`src/rtl/acc_adapter.sv`:
```
// acc_adapter: core-side bridge from the CPU accelerator X-interface to the
// hierarchical accelerator C-interconnect. The request path is combinational
// (broadcast, predecoder select, address, operand gating). Responses pass
// through a one-entry register that supports a pop and a push in the same cycle.
//
// Handshake rule on every valid/ready pair: a transfer happens on a rising
// clock edge where valid and ready are both high. A source that raises valid
// holds its payload stable until that edge. Ready may depend combinationally
// on the payload, but never on valid.
module acc_adapter #(
  parameter int unsigned DataWidth = 32,
  parameter int unsigned NumHier = 3,
  parameter int unsigned NumRsp [NumHier] = '{4, 2, 2},
  localparam int unsigned NumRspTot = sum_rsp(NumHier),
  localparam int unsigned HierAddrWidth = idx_width(NumHier),
  localparam int unsigned AccAddrWidth = idx_width(max_rsp()),
  localparam int unsigned AddrWidth = HierAddrWidth + AccAddrWidth
) (
  input  logic                                clk_i,
  input  logic                                rst_ni,
  // X request
  input  logic                                x_q_valid_i,
  output logic                                x_q_ready_o,
  input  logic [31:0]                         x_q_instr_data_i,
  input  logic [2:0][DataWidth-1:0]           x_q_rs_i,
  input  logic [2:0]                          x_q_rs_valid_i,
  output logic                                x_k_accept_o,
  output logic                                x_k_writeback_o,
  // X response
  output logic                                x_p_valid_o,
  input  logic                                x_p_ready_i,
  output logic [DataWidth-1:0]                x_p_data_o,
  output logic [4:0]                          x_p_rd_o,
  output logic                                x_p_error_o,
  // C request
  output logic                                c_q_valid_o,
  input  logic                                c_q_ready_i,
  output logic [AddrWidth-1:0]                c_q_addr_o,
  output logic [31:0]                         c_q_instr_data_o,
  output logic [2:0][DataWidth-1:0]           c_q_rs_o,
  output logic                                c_q_id_o,
  // C response
  input  logic                                c_p_valid_i,
  output logic                                c_p_ready_o,
  input  logic [DataWidth-1:0]                c_p_data_i,
  input  logic [4:0]                          c_p_rd_i,
  input  logic                                c_p_error_i,
  input  logic                                c_p_id_i,
  // Predecoders
  output logic [NumRspTot-1:0][31:0]          prd_instr_data_o,
  input  logic [NumRspTot-1:0]                prd_accept_i,
  input  logic [NumRspTot-1:0]                prd_writeback_i,
  input  logic [NumRspTot-1:0][2:0]           prd_use_rs_i
);

  function automatic int unsigned idx_width(input int unsigned n);
    return (n > 1) ? $clog2(n) : 1;
  endfunction

  // Number of predecoders in the levels below 'upto' (flat index offset).
  function automatic int unsigned sum_rsp(input int unsigned upto);
    int unsigned s;
    s = 0;
    for (int unsigned l = 0; l < NumHier; l++) begin
      if (l < upto) s += NumRsp[l];
    end
    return s;
  endfunction

  function automatic int unsigned max_rsp();
    int unsigned m;
    m = 1;
    for (int unsigned l = 0; l < NumHier; l++) begin
      if (NumRsp[l] > m) m = NumRsp[l];
    end
    return m;
  endfunction

  // Hierarchical address of every flat predecoder index, fixed at elaboration.
  logic [NumRspTot-1:0][AddrWidth-1:0] addr_tab;

  for (genvar l = 0; l < NumHier; l++) begin : g_lvl
    for (genvar j = 0; j < NumRsp[l]; j++) begin : g_acc
      localparam int unsigned K = sum_rsp(l) + j;
      assign addr_tab[K] = {HierAddrWidth'(l), AccAddrWidth'(j)};
    end
  end

  logic                 sel_any;
  logic [AddrWidth-1:0] sel_addr;
  logic                 sel_wb;
  logic [2:0]           sel_use;
  logic                 operand_ready;

  // Broadcast the instruction word to every predecoder.
  always_comb begin
    prd_instr_data_o = '0;
    for (int k = 0; k < int'(NumRspTot); k++) begin
      prd_instr_data_o[k] = x_q_instr_data_i;
    end
  end

  // Priority select: scanning downwards lets the lowest accepting index win.
  always_comb begin
    sel_any  = 1'b0;
    sel_addr = '0;
    sel_wb   = 1'b0;
    sel_use  = '0;
    for (int k = int'(NumRspTot) - 1; k >= 0; k--) begin
      if (prd_accept_i[k]) begin
        sel_any  = 1'b1;
        sel_addr = addr_tab[k];
        sel_wb   = prd_writeback_i[k];
        sel_use  = prd_use_rs_i[k];
      end
    end
  end

  // Every operand the selected accelerator uses must be valid.
  assign operand_ready = &(~sel_use | x_q_rs_valid_i);

  // Forward only the operands the accelerator uses, zero the rest.
  always_comb begin
    c_q_rs_o = '0;
    for (int i = 0; i < 3; i++) begin
      c_q_rs_o[i] = sel_use[i] ? x_q_rs_i[i] : '0;
    end
  end

  assign c_q_addr_o       = sel_addr;
  assign c_q_instr_data_o = x_q_instr_data_i;
  assign c_q_id_o         = 1'b0;
  assign c_q_valid_o      = x_q_valid_i & sel_any & operand_ready;
  // A rejected request is consumed immediately; an accepted one waits for C.
  assign x_q_ready_o      = sel_any ? (c_q_ready_i & operand_ready) : 1'b1;
  assign x_k_accept_o     = sel_any;
  assign x_k_writeback_o  = sel_any & sel_wb;

  // Response register: single entry, refilled in the cycle it drains.
  logic                 rsp_full;
  logic [DataWidth-1:0] rsp_data;
  logic [4:0]           rsp_rd;
  logic                 rsp_error;
  logic                 rsp_push;
  logic                 rsp_pop;

  assign c_p_ready_o = ~rsp_full | x_p_ready_i;
  assign rsp_push    = c_p_valid_i & c_p_ready_o;
  assign rsp_pop     = rsp_full & x_p_ready_i;

  // Capture on a C handshake, empty on an X handshake without a refill.
  always_ff @(posedge clk_i or negedge rst_ni) begin
    if (!rst_ni) begin
      rsp_full  <= 1'b0;
      rsp_data  <= '0;
      rsp_rd    <= '0;
      rsp_error <= 1'b0;
    end else if (rsp_push) begin
      rsp_full  <= 1'b1;
      rsp_data  <= c_p_data_i;
      rsp_rd    <= c_p_rd_i;
      rsp_error <= c_p_error_i;
    end else if (rsp_pop) begin
      rsp_full  <= 1'b0;
    end
  end

  assign x_p_valid_o = rsp_full;
  assign x_p_data_o  = rsp_data;
  assign x_p_rd_o    = rsp_rd;
  assign x_p_error_o = rsp_error;

  // Single hart: the response id carries no information.
  logic unused_c_p_id;
  assign unused_c_p_id = c_p_id_i;

endmodule

```
`config.mk`:
```
export PLATFORM = sky130hd
export DESIGN_NAME = acc_adapter
export DESIGN_NICKNAME = d
export VERILOG_FILES = /design/src/rtl/acc_adapter.sv
export SDC_FILE = /design/constraint.sdc
export NUM_CORES = 1
export LEC_CHECK = 0
export ABC_AREA = 1
export ABC_CLOCK_PERIOD_IN_PS = 3100
export BUFFER_PORTS_ARGS = -buffer_cell sky130_fd_sc_hd__buf_2
export CELL_PAD_IN_SITES_DETAIL_PLACEMENT = 1
export CELL_PAD_IN_SITES_GLOBAL_PLACEMENT = 1
export CORE_AREA = 10 10 244 246
export DETAILED_ROUTE_END_ITERATION = 12
export DIE_AREA = 0 0 254 256
export GPL_TIMING_DRIVEN = 0
export PLACE_DENSITY_LB_ADDON = 0.2
export SYNTH_ARGS = -nofsm -noshare
export SYNTH_HDL_FRONTEND = slang
export SYNTH_SLANG_ARGS = --single-unit
export TNS_END_PERCENT = 5
```
`constraint.sdc`:
```
create_clock -name clk_i -period 3.1 [get_ports clk_i]
set_input_delay 0.155 -clock clk_i [delete_from_list [all_inputs] [get_ports clk_i]]
set_output_delay 0.155 -clock clk_i [all_outputs]
set_load 0.005 [all_outputs]
```
==> summary.md <==
| Metric | Value |
|---|---|
| Drt first pass iters | `4` |
| Placed cells | `1990` |
| Total Power | `0.00254 W` |
| Seq pwr share | `24.6%` |
| Post-Synthesis Cells | `674` |
| CP Data Arrival Time | `1.78 ns` |
| Share of the synthesized area in the top cell type | `38.3%` |
| Clock latency on the worst-skew pair | `0.29 ns` |
| CTS tree | `done` |
| Hold-fix buffers, CTS | `0` |
| Pleak | `5.69 nW` |
| WHS | `0.0182 ns` |
| Ys flop type | `dfrtp_1` |
| R2R cell count | `5` |
| 1st-iter DRT viols | `145` |
| Internal power | `0.00166 W` |
| Die area | `65000 um2` |
| Die Height | `256 um` |
| Area grow syn2layout | `72.4%` |
| EDFF count, synth | `0` |
| Sw frac | `34.6%` |
| Crit path cell chain | `buf_2 -> inv_2 -> nand3_1 -> nand2_1 -> nand2_1 -> nand2_1 -> nand2_1 -> nand2_2 -> nand3_1 -> nand3_1 -> nor2_1 -> buf_2` |
| Wire length per cell | `17.0 um` |
| RSZ-0062 raised after global routing | `no` |
| Slew @ Worst Pin | `0.968 ns` |
| H-Tree Depth | `2` |
| Fmax | `518 MHz` |
| Min Tclk post-route | `1.93 ns` |
| Most common cell on crit path | `nand2_1` |
| Share of post-route cells with drive strength above 1 | `82.0%` |
| Postcts setup bufs | `0` |
| Die W | `254 um` |
| DR vias/cell | `3.02` |
| Slew headroom | `35.4%` |
| Period Utilization, post-route | `62.3%` |
| Fill cells | `6766` |
| Post-synthesis cell type count | `26` |
| Area of the multi-input gates | `1900 um2` |
| Core Util, Final | `17.9%` |
| Tot GR Track Use | `9.68%` |
| Port bufs | `612` |
| CORE AREA | `54700 um2` |
| Worst path max stage delay | `0.24 ns` |
| Clock Power Share | `21.4%` |
| Post-synthesis sequential area ratio | `17.2%` |
| Initial antenna violation count | `18` |
| FP Rows | `86` |
| Status | `finished, final reports clean` |
| Area leader, netlist | `buf_4` |
| Final Non-Filler Cells | `2003` |
| Post_cts resized | `0` |
| Via count | `6052` |
| GR peak layer | `met2` |
| Asr flop ratio synth | `100%` |
| Fin nets | `1509` |
| Highest-delay cell along the critical path | `buf_2` |
| Req. time, crit path | `2.94 ns` |
| Post-Syn Area | `5680 um2` |
| Post-route DRC | `0` |
| Root Driver | `clkbuf_16` |
| Routed wire length | `34.1 mm` |
| # IOs | `649` |
| Inserted Clock Buffers | `5` |
| Max FO, Critical Path | `6` |
| GR Layer Usage met2 | `19.0%` |
| Pwr Density | `259 nW/um2` |
| Final Hold Viols | `0` |
| Clk pin slew, worst setup/hold paths | `0.06 ns` |
| #FFs+latches synth | `39` |
| Comb power frac | `54.0%` |
| RD Place Congestion | `0.863` |
| Clock tree sinks | `39` |
| Max-Cap Viols | `0` |
| Setup tns final | `0 ns` |
| Grt ovf | `0` |
| Starting Density | `10.4%` |
| Syn. warnings | `0` |
| Worst hold path type | `in2async` |
| CP Capture Type | `output pin` |
| ANT nets after route | `0` |
| Largest net degree at the start of global routing | `40` |
| Syn nets | `890` |
| First-pass GRT wire length | `46.6 mm` |
| Post-DP HPWL | `31.6 mm` |
| Finish-stage setup viols | `0` |
| Crit start category | `input port` |
| Clock Skew | `0.00625 ns` |
| Net Switching | `0.000880 W` |
| Vias in the first global route | `6402` |
| Syn Area/Cell | `8.43 um2` |
| Clock Path Buffers | `2` |
| Critical setup path kind | `in2out` |
| Met3 global-route usage | `4.37%` |
| GRT met1 Usage | `8.67%` |
| Sequential cell area | `976 um2` |
| VDD IR-drop max | `0.000340 V` |
| Largest cells by area after synthesis | `buf_4 38%, nor2_4 18%, dfrtp_1 17%, inv_1 6.9%, mux2_2 5.8%` |
| Pins Over Slew Limit | `0` |
## critical path, delay by kind of cell
family	cells	cell delay, ns
buf+inv	3	0.54
simple gates	9	1.06
## flip-flops by register name (all words and copies together), names as in the netlist
signal	cells
x_p_data_o	32
x_p_rd_o	5
x_p_error_o	1
x_p_valid_o	1
## power groups by stage
stage | clock network [W] | logic [W] | registers [W]
after floorplan | 0 | 0.000732 | 0.000638
after global placement | 0 | 0.00142 | 0.000631
after detailed placement | 0 | 0.00142 | 0.000633
after CTS | 0.000574 | 0.00143 | 0.000626
after global routing | 0.000587 | 0.00151 | 0.000636
final | 0.000544 | 0.00137 | 0.000624
## Yosys cell counts, types with 2 or more instances
cell type    n
nor2_4      90
inv_1      104
inv_2        3
dfrtp_1     39
a21oi_1     12
nor3_2       2
buf_6        2
o22ai_1      2
nand2_4      3
nand3_1      9
buf_4      290
buf_12       9
nor2_2       2
mux2_2      29
o21ai_0      2
nand2_1     26
buf_2        3
nand4_1      2
mux2_1       9
or2_2        3
nand2_2      5
nor2_1      24
## per-stage QoR
step | instance area, um2 | worst slack (ns)
after global routing | 9780 | 1.00
after floorplan | 5680 | 1.78
after CTS | 9780 | 1.11
after detailed placement | 9620 | 1.12
final | 9790 | 1.17
after global placement | 9620 | 1.12
## cell families after synthesis
family / share of synthesized area (%)
AOI/OAI and AO/OA: 1.45
buffers and inverters: 49.3
DFF: 17.2
muxes: 7.53
other: 0.0660
and+or+nand+nor: 24.5
## per-layer routing
metal  part of all wire (%)  vias up
met5                   0.42        -
met4                    2.0       20
met3                     12       41
met2                     54      351
met1                     32     2706
li1                       -     2934
## placed cells by master, fill, tap and decap left out
master and n:
nand2_2 5, buf_2 615, inv_1 104, clkbuf_8 1
o21ai_0 2, clkinv_4 1, dfrtp_1 39, buf_6 2
a21oi_1 12, nor3_2 2, nor2_4 90, nand4_1 2
mux2_1 9, nor4_1 1, mux2_2 29, nand2_1 26
clkinv_1 1, diode_2 5, inv_2 3, clkbuf_16 5
nor2_2 2, nand3b_1 1, buf_12 9, conb_1 1
clkinvlp_4 1, nor2_1 24, o22ai_1 2, buf_4 290
nand2_4 3, nand3_1 9, or2_2 3
## area by class of cell
type,instances,share of cell area (%)
diodes,5,0.128
plain buffers,304,24.5
well taps,704,9.00
repair buffers,612,31.3
multi-input cells,223,19.4
clock buffers,6,1.42
flip-flops and latches,39,9.97
clock inverters,2,0.166
inverters,108,4.14
## worst paths after layout
kind                                             from                    endpoint  slack [ns]
hold / removal                                 rst_ni     x_p_valid_o$_DFFE_PN0P_        0.02
min in group clk_i                     c_p_data_i[14]  x_p_data_o[14]$_DFFE_PN0P_        0.07
hold reg to reg            x_p_data_o[31]$_DFFE_PN0P_  x_p_data_o[31]$_DFFE_PN0P_        0.49
setup / recovery                      prd_accept_i[6]                 c_q_valid_o        1.17
setup reg to reg              x_p_valid_o$_DFFE_PN0P_     x_p_error_o$_DFFE_PN0P_        1.61
max in group asynchronous                      rst_ni  x_p_data_o[10]$_DFFE_PN0P_        2.48
Note: power is estimated with default switching activity, not from simulation.
